===== src/rtl/mux_arbiter_4.sv =====
// Four-requester round-robin arbiter with a registered output stage.
// Payload of the winner is captured one cycle after acceptance and held until downstream takes it.

module mux_4 #(
    parameter int width = 32
) (
    input  logic [1:0]       sel,
    input  logic [width-1:0] d0,
    input  logic [width-1:0] d1,
    input  logic [width-1:0] d2,
    input  logic [width-1:0] d3,
    output logic [width-1:0] y
);

    // Plain 4:1 payload selector
    always_comb begin
        y = d0;
        case (sel)
            2'd0:    y = d0;
            2'd1:    y = d1;
            2'd2:    y = d2;
            2'd3:    y = d3;
            default: y = d0;
        endcase
    end

endmodule

module mux_arbiter_4 #(
    parameter int width = 32
) (
    input  logic             clk,
    input  logic             reset_n,
    input  logic [3:0]       req,
    input  logic [width-1:0] data_0,
    input  logic [width-1:0] data_1,
    input  logic [width-1:0] data_2,
    input  logic [width-1:0] data_3,
    output logic [3:0]       req_ready,
    output logic [width-1:0] data_out,
    output logic             out_valid,
    input  logic             out_ready,
    output logic [1:0]       select,
    output logic [3:0]       grant
);

    typedef enum logic {
        IDLE = 1'b0,
        HOLD = 1'b1
    } state_t;

    state_t           r_state;
    state_t           w_state_next;
    logic [1:0]       r_ptr;
    logic [1:0]       r_sel;
    logic [3:0]       r_grant;
    logic [width-1:0] r_data;
    logic [1:0]       w_win;
    logic [3:0]       w_win_onehot;
    logic             w_load;
    logic [width-1:0] w_mux_data;

    // First set request bit searching upward from the pointer, wrapping mod 4.
    // Walking k downward leaves the lowest offset as the final assignment.
    function automatic logic [1:0] pick_winner(input logic [3:0] rq, input logic [1:0] p);
        logic [1:0] idx;
        pick_winner = p;
        for (int k = 3; k >= 0; k--) begin
            idx = p + k[1:0];
            if (rq[idx]) begin
                pick_winner = idx;
            end
        end
    endfunction

    assign w_win        = pick_winner(req, r_ptr);
    assign w_win_onehot = 4'b0001 << w_win;
    assign w_load       = reset_n && (req != 4'b0000) && ((r_state == IDLE) || out_ready);

    mux_4 #(.width(width)) u_mux_4 (
        .sel (w_win),
        .d0  (data_0),
        .d1  (data_1),
        .d2  (data_2),
        .d3  (data_3),
        .y   (w_mux_data)
    );

    // Next-state and accept strobe
    always_comb begin
        w_state_next = r_state;
        if (w_load) begin
            req_ready = w_win_onehot;
        end else begin
            req_ready = 4'b0000;
        end
        case (r_state)
            IDLE: begin
                if (w_load) begin
                    w_state_next = HOLD;
                end else begin
                    w_state_next = IDLE;
                end
            end
            HOLD: begin
                if (w_load) begin
                    w_state_next = HOLD;
                end else if (out_ready) begin
                    w_state_next = IDLE;
                end else begin
                    w_state_next = HOLD;
                end
            end
            default: w_state_next = IDLE;
        endcase
    end

    // FSM state register
    always_ff @(posedge clk) begin
        if (!reset_n) begin
            r_state <= IDLE;
        end else begin
            r_state <= w_state_next;
        end
    end

    // Output stage and priority pointer; the pointer moves only on a load
    always_ff @(posedge clk) begin
        if (!reset_n) begin
            r_data  <= '0;
            r_sel   <= 2'd0;
            r_grant <= 4'b0000;
            r_ptr   <= 2'd0;
        end else if (w_load) begin
            r_data  <= w_mux_data;
            r_sel   <= w_win;
            r_grant <= w_win_onehot;
            r_ptr   <= w_win + 2'd1;
        end else if ((r_state == HOLD) && out_ready) begin
            r_grant <= 4'b0000;
        end
    end

    assign data_out  = r_data;
    assign select    = r_sel;
    assign grant     = r_grant;
    assign out_valid = (r_state == HOLD);

endmodule


===== config.mk =====
export PLATFORM = sky130hd
export DESIGN_NAME = mux_arbiter_4
export DESIGN_NICKNAME = d
export VERILOG_FILES = /design/src/rtl/mux_arbiter_4.sv
export SDC_FILE = /design/constraint.sdc
export NUM_CORES = 1
export LEC_CHECK = 0
export CELL_PAD_IN_SITES_DETAIL_PLACEMENT = 1
export CELL_PAD_IN_SITES_GLOBAL_PLACEMENT = 1
export CORE_MARGIN = 2
export CORE_UTILIZATION = 21
export CTS_CLUSTER_DIAMETER = 150
export CTS_CLUSTER_SIZE = 40
export DETAILED_ROUTE_END_ITERATION = 6
export PLACE_DENSITY_LB_ADDON = 0.1
export SKIP_CTS_REPAIR_TIMING = 1
export SYNTH_ARGS = -nofsm -noshare
export SYNTH_HDL_FRONTEND = slang
export SYNTH_SLANG_ARGS = --single-unit

===== constraint.sdc =====
create_clock -name clk -period 2.2 [get_ports clk]
set_input_delay 0.44 -clock clk [delete_from_list [all_inputs] [get_ports clk]]
set_output_delay 0.44 -clock clk [all_outputs]
set_load 0.02 [all_outputs]

== Yosys cells after proc, flatten, opt, wreduce, memory -nomap -nowiden ==
Cells that the tools add are included.
Widths: inputs -> output; s select.

* Bitwise logic cells: 1
* $lt $le $gt $ge: 4
* Shift-type cells: 1
* Reductions and logical operators: 7
* Eq/ne operators: 3
* Multipliers: 0
* Add/subtract/negate cells: 4
* Muxes and demuxes: 20
* Divide/modulo/power cells: 0

{| class="wikitable"
|+ Operator list
! kind !! number
|-
| $pmux 32 s4 || 1
|-
| $lt 2x3->1 const B || 4
|-
| $mux 4 || 3
|-
| $bmux 1 s2 || 4
|-
| $mux 2 || 4
|-
| $mux 1 || 7
|-
| $add 2x1->2 const B || 2
|-
| $add 2x2->2 const B || 2
|-
| $eq 2x2->1 const B || 2
|-
| $reduce_bool 4->1 || 1
|-
| $shl 1x2->4 const A || 1
|-
| $logic_and 1x1->1 || 3
|-
| $eq 2x1->1 const B || 1
|-
| $logic_not 2->1 || 1
|-
| $pmux 1 s2 || 1
|-
| $reduce_bool 2->1 || 1
|-
| $logic_or 1x1->1 || 1
|-
| $not 1->1 || 1
|}

* Memories kept: 0
* Input bits: 135
* Bits in registers: 41
* Latch bits: 0
* Word-level logic and storage cells: 45
* Bits in writable memories: 0
* Bits in read-only memories: 0

== Depth between registers and ports, before layout ==
* Depth after elaboration: 9
* Gate-level depth with buffers: 12
* Depth with buffers taken out: 9

== Modules after synthesis ==
From an unflattened synthesis, not the netlist that was laid out.

* Cell total of the unflattened synthesis: 237
* Area total of the unflattened synthesis: 2419.8 um^2

{| class="wikitable"
|+ Modules (own cells, without submodules)
! module !! cells an instance !! times used !! sequential area each (um^2) !! area an instance (um^2)
|-
| mux_arbiter_4 || 198 || 1 || 820.8 || 1605.3
|-
| mux_4 || 39 || 1 || 0.0 || 814.5
|}

== Worst setup path before layout ==
Ideal clock, no wire load.

* Kind: input to register
* From: input port req[1]
* To: register r_data[22] (netlist: data_out[22])
* Slack: -0.159 ns
* Data arrival time: 2.234 ns
* Buffers on the path: 3
* Stages: 12
* Path through: clkbuf_2 -> a21oi_1 -> o22a_1 -> o22ai_1 -> inv_1 -> ha_1 -> clkbuf_1 -> clkbuf_1 -> a221oi_1 -> nor2_1 -> a32oi_1 -> o21ai_1

* Word-level cells in the longest chain between the ends: 8
* Elaborated cells between the ends (all ways): 20
* Those cells by class: 3 x eq/ne; 13 x mux; 4 x reduce/logical

{| class="wikitable"
|+ Ends and longest elaborated chain
! element !! RTL line !! RTL
|-
| start, declared || 34 || <nowiki>input logic [3:0] req,</nowiki>
|-
| $bmux 1 s2 || 70 || <nowiki>if (rq[idx]) begin</nowiki>
|-
| $mux 1 (implied by the code) || 70 ||
|-
| $mux 2 (3 in a row) || 70 ||
|-
| $mux 2 * || 70 ||
|-
| net u_mux_4.sel[1] || 7 || <nowiki>input logic [1:0] sel,</nowiki>
|-
| $eq 2x2->1 (tied with other cells) || 18 || <nowiki>case (sel)</nowiki>
|-
| $pmux 32 s4 * || 18 ||
|-
| end signal, assigned || 135 || <nowiki>r_data <= w_mux_data;</nowiki>
|-
| end, declared || 57 || <nowiki>logic [width-1:0] r_data;</nowiki>
|}

The timed path passes the listed nets; every way through them passes the cells marked *. The select of a mux whose other input is x is not followed.
A chain may end at the register's enable or synchronous reset.

== Final worst setup path ==
* From: register r_ptr[1]
* To: output port req_ready[2]

* Word-level cells in the longest chain between the ends: 9
* Elaborated cells between the ends (all ways): 17
* Those cells by class: 3 x add/sub; 1 x shift; 13 x mux

{| class="wikitable"
|+ Ends and longest elaborated chain
! element !! RTL line !! RTL
|-
| start, declared || 54 || <nowiki>logic [1:0] r_ptr;</nowiki>
|-
| start signal, assigned || 138 || <nowiki>r_ptr <= w_win + 2'd1;</nowiki>
|-
| $add 2x2->2 || 69 || <nowiki>idx = p + k[1:0];</nowiki>
|-
| $bmux 1 s2 || 70 ||
|-
| $mux 1 (implied by the code) || 70 ||
|-
| $mux 2 (3 in a row) || 70 ||
|-
| $mux 2 * || 70 ||
|-
| net u_mux_4.sel[1] || 7 ||
|-
| $shl 1x2->4 * || 77 || <nowiki>assign w_win_onehot = 4'b0001 << w_win;</nowiki>
|-
| $mux 4 * || 92 || <nowiki>if (w_load) begin</nowiki>
|-
| end, declared || 39 || <nowiki>output logic [3:0] req_ready,</nowiki>
|}

Marked as above.

==> impl_metrics.json <==
{
  "setup_slack_ns": -0.0117,
  "cts_tree": "done",
  "critPathRequiredTime_ns": 1.76,
  "nFillCells": 1373,
  "layout_worst_path_cycle_share_pct": 101,
  "grt_max_degree": 57,
  "ys_seq_area_share_pct": 32.7,
  "tightest_slew_ns": 0.526,
  "p_int_mw": 2.08,
  "htree_levels": 2,
  "seqPwrFrac_pct": 29.8,
  "combPwrFrac_pct": 46.6,
  "clk_pin_slew_ns": 0.06,
  "yosys_warnings": 0,
  "endpoint_kind": "primary output",
  "leakagePower_nw": 1.86,
  "synth_top_area_cell": "dfxtp_1",
  "clock_skew_ns": 0.00403,
  "min_period_ns": 2.21,
  "slew_headroom_pct": 64.9,
  "firstDrtPassIters": 4,
  "slowest_delay_ns": 0.36,
  "seq_area_sq_um": 826,
  "path_delay_family": "flip-flops",
  "track_usage_pct": 16.6,
  "fin_nets": 645,
  "die_h_um": 113,
  "hold_viol_final": 0,
  "finish.utilization_pct": 42.0,
  "drcViolationCount": 0,
  "netlist-cell-type-count": 33,
  "grt_overflow": 0,
  "post_dp_cell_area_sq_um": 4590,
  "cts-root-buf": "clkbuf_16",
  "fmax_mhz": 452,
  "cp_num_buf_inv": 2,
  "cts_buffers": 5,
  "drt_iter0_drc": 98,
  "final_cell_area_sq_um": 4860,
  "antenna_found_initial": 0,
  "place_hpwl_mm": 8.29,
  "cts_buffer_depth": 2,
  "crit_chain": "nor3b_1 > o22a_1 > o22ai_2 > inv_1 > ha_1 > and2_1 > clkbuf_2",
  "gp_congestion": 0.776,
  "finalMaxSlewViolations": 0,
  "path_class": "reg -> out",
  "violations": "setup timing",
  "syn_inst": 320,
  "cp_max_fo": 5,
  "rsz0062_at_grt": "true",
  "die_w_um": 113,
  "grt_pass1_vias": 3362,
  "core_area_sq_um": 11600,
  "clk_latency_ns": 0.28,
  "route.vias.total": 3214,
  "grt_pass1_wl_mm": 16.9,
  "wl_per_cell_um": 18.0,
  "synth.ff_latch_count": 41,
  "layout_common_cells": "clkdlybuf4s50_1 (168), dfxtp_1 (39), nand2_1 (36), nor2_1 (35)",
  "via_per_inst": 4.94,
  "slowest_stage": "dfxtp_4",
  "hold_class": "reg -> reg",
  "port_buffers": 177,
  "postSynth.asyncResetShare_pct": 0,
  "ir_worst_vdd_mv": 0.240,
  "switchingPower_mw": 1.06,
  "floorplan.initialDensity_pct": 21.7,
  "drive_above_1_share_pct": 15.2,
  "drv_cap": 0,
  "synth_area_sq_um": 2510,
  "row_count": 39,
  "synthToLayoutAreaGrowth_pct": 93.4,
  "dieArea_sq_um": 12800,
  "synth_nets": 458,
  "avgSynthCellArea_sq_um": 7.85,
  "multi_input_area_sq_um": 1600,
  "powerDensity_nw_per_um2": 648,
  "synth_edf_count": 0,
  "final_common_cell": "clkdlybuf4s50_1",
  "pwr-share-clk_pct": 23.6,
  "status": "finished with violations",
  "ant_nets": 0,
  "synth_top_area_share_pct": 32.7,
  "wirelength_mm": 11.7,
  "ios": 178,
  "sw_frac_of_total_pct": 33.8,
  "setup_violations": 1,
  "crit_arrival_ns": 1.77,
  "synth.area.top_cells": "dfxtp_1 (33%), a32oi_1 (12%), a221oi_1 (11%)",
  "antennaDiodeCount": 0,
  "start_kind": "register",
  "yosys_most_used_dff": "dfxtp_1",
  "holdWs_ns": 0.464,
  "cts_sinks": 41
}
## cell type report
type	count	area share, %
Timing Repair Buffer	214	43.0
Multi-Input combinational cell	240	33.0
Sequential cell	41	17.0
Tap cell	143	3.68
Clock buffer	7	2.94
Inverter	5	0.386
## per-stage QoR
step	total power, mW	std cells	TNS [ns]	worst slack, ns
finish	3.15	650	-0.0117	-0.0117
global route	3.34	650	-1.89	-0.0930
CTS	3.13	648	-15.53	-0.845
detailed placement	2.36	641	-25.46	-0.815
global placement	2.34	641	-21.41	-0.765
floorplan	1.62	320	-0.404	-0.0143
## power groups by stage
stage / Sequential [mW] / Combinational [mW] / Clock [mW]
after floorplan: 1.09 / 0.526 / 0
after global placement: 0.945 / 1.39 / 0
after detailed placement: 0.951 / 1.41 / 0
after CTS: 0.936 / 1.42 / 0.777
after global routing: 0.952 / 1.58 / 0.801
final: 0.938 / 1.47 / 0.743
## cells by family after synthesis
kind of cell    share of synthesized area (%)
compound gates                           35.3
simple gates                             22.2
flops                                    32.7
buf+inv                                  8.37
fa+ha+maj                                1.49
## worst reg2reg max path: stages, from the launching register on
cell and delay [ns]:
dfxtp_4 0.37, nor3b_1 0.19, o22a_1 0.16, o22ai_2 0.09, buf_4 0.14, ha_1 0.21
buf_6 0.22, a221oi_1 0.33, nor2_1 0.08, a32oi_1 0.16, o21ai_1 0.09
## cells in the mapped netlist, types with 3 or more instances
cell and number:
a221oi_1 32, dfxtp_1 41, o21ai_0 3, nor2_1 36, clkbuf_2 3, buf_6 7, o21ai_1 32, nand2b_1 33
ha_1 3, nand2_1 36, a32oi_1 33, nor2b_1 5, inv_1 5, clkbuf_1 18, buf_2 6, a21oi_1 7
## registers in the layout, indices dropped and copies added, names as in the netlist
| name | count |
|---|---|
| data_out | 32 |
| grant | 4 |
| r_ptr | 2 |
| select | 2 |
| out_valid | 1 |
## routing by layer
| layer | vias to the layer above | part of all wire [%] | wire length [um] | GRT usage [%] |
|---|---|---|---|---|
| met4 | 0 | 0.48 | 56 | 2.68 |
| li1 | 1572 | - | - | - |
| met5 | - | 0 | 0 | 0 |
| met2 | 86 | 52 | 6060 | 31.0 |
| met3 | 5 | 6.2 | 725 | 5.41 |
| met1 | 1551 | 42 | 4880 | 18.5 |
## final timing paths
kind         startpoint      endpoint  slack [ns]  depth (start not counted)
max            r_ptr[1]  req_ready[2]       -0.01                          7
min            grant[3]      grant[3]        0.46                          2
max reg2reg    r_ptr[1]   data_out[8]        0.04                         10
min reg2reg    grant[3]      grant[3]        0.46                          2
(Power assumes the default switching activity.)
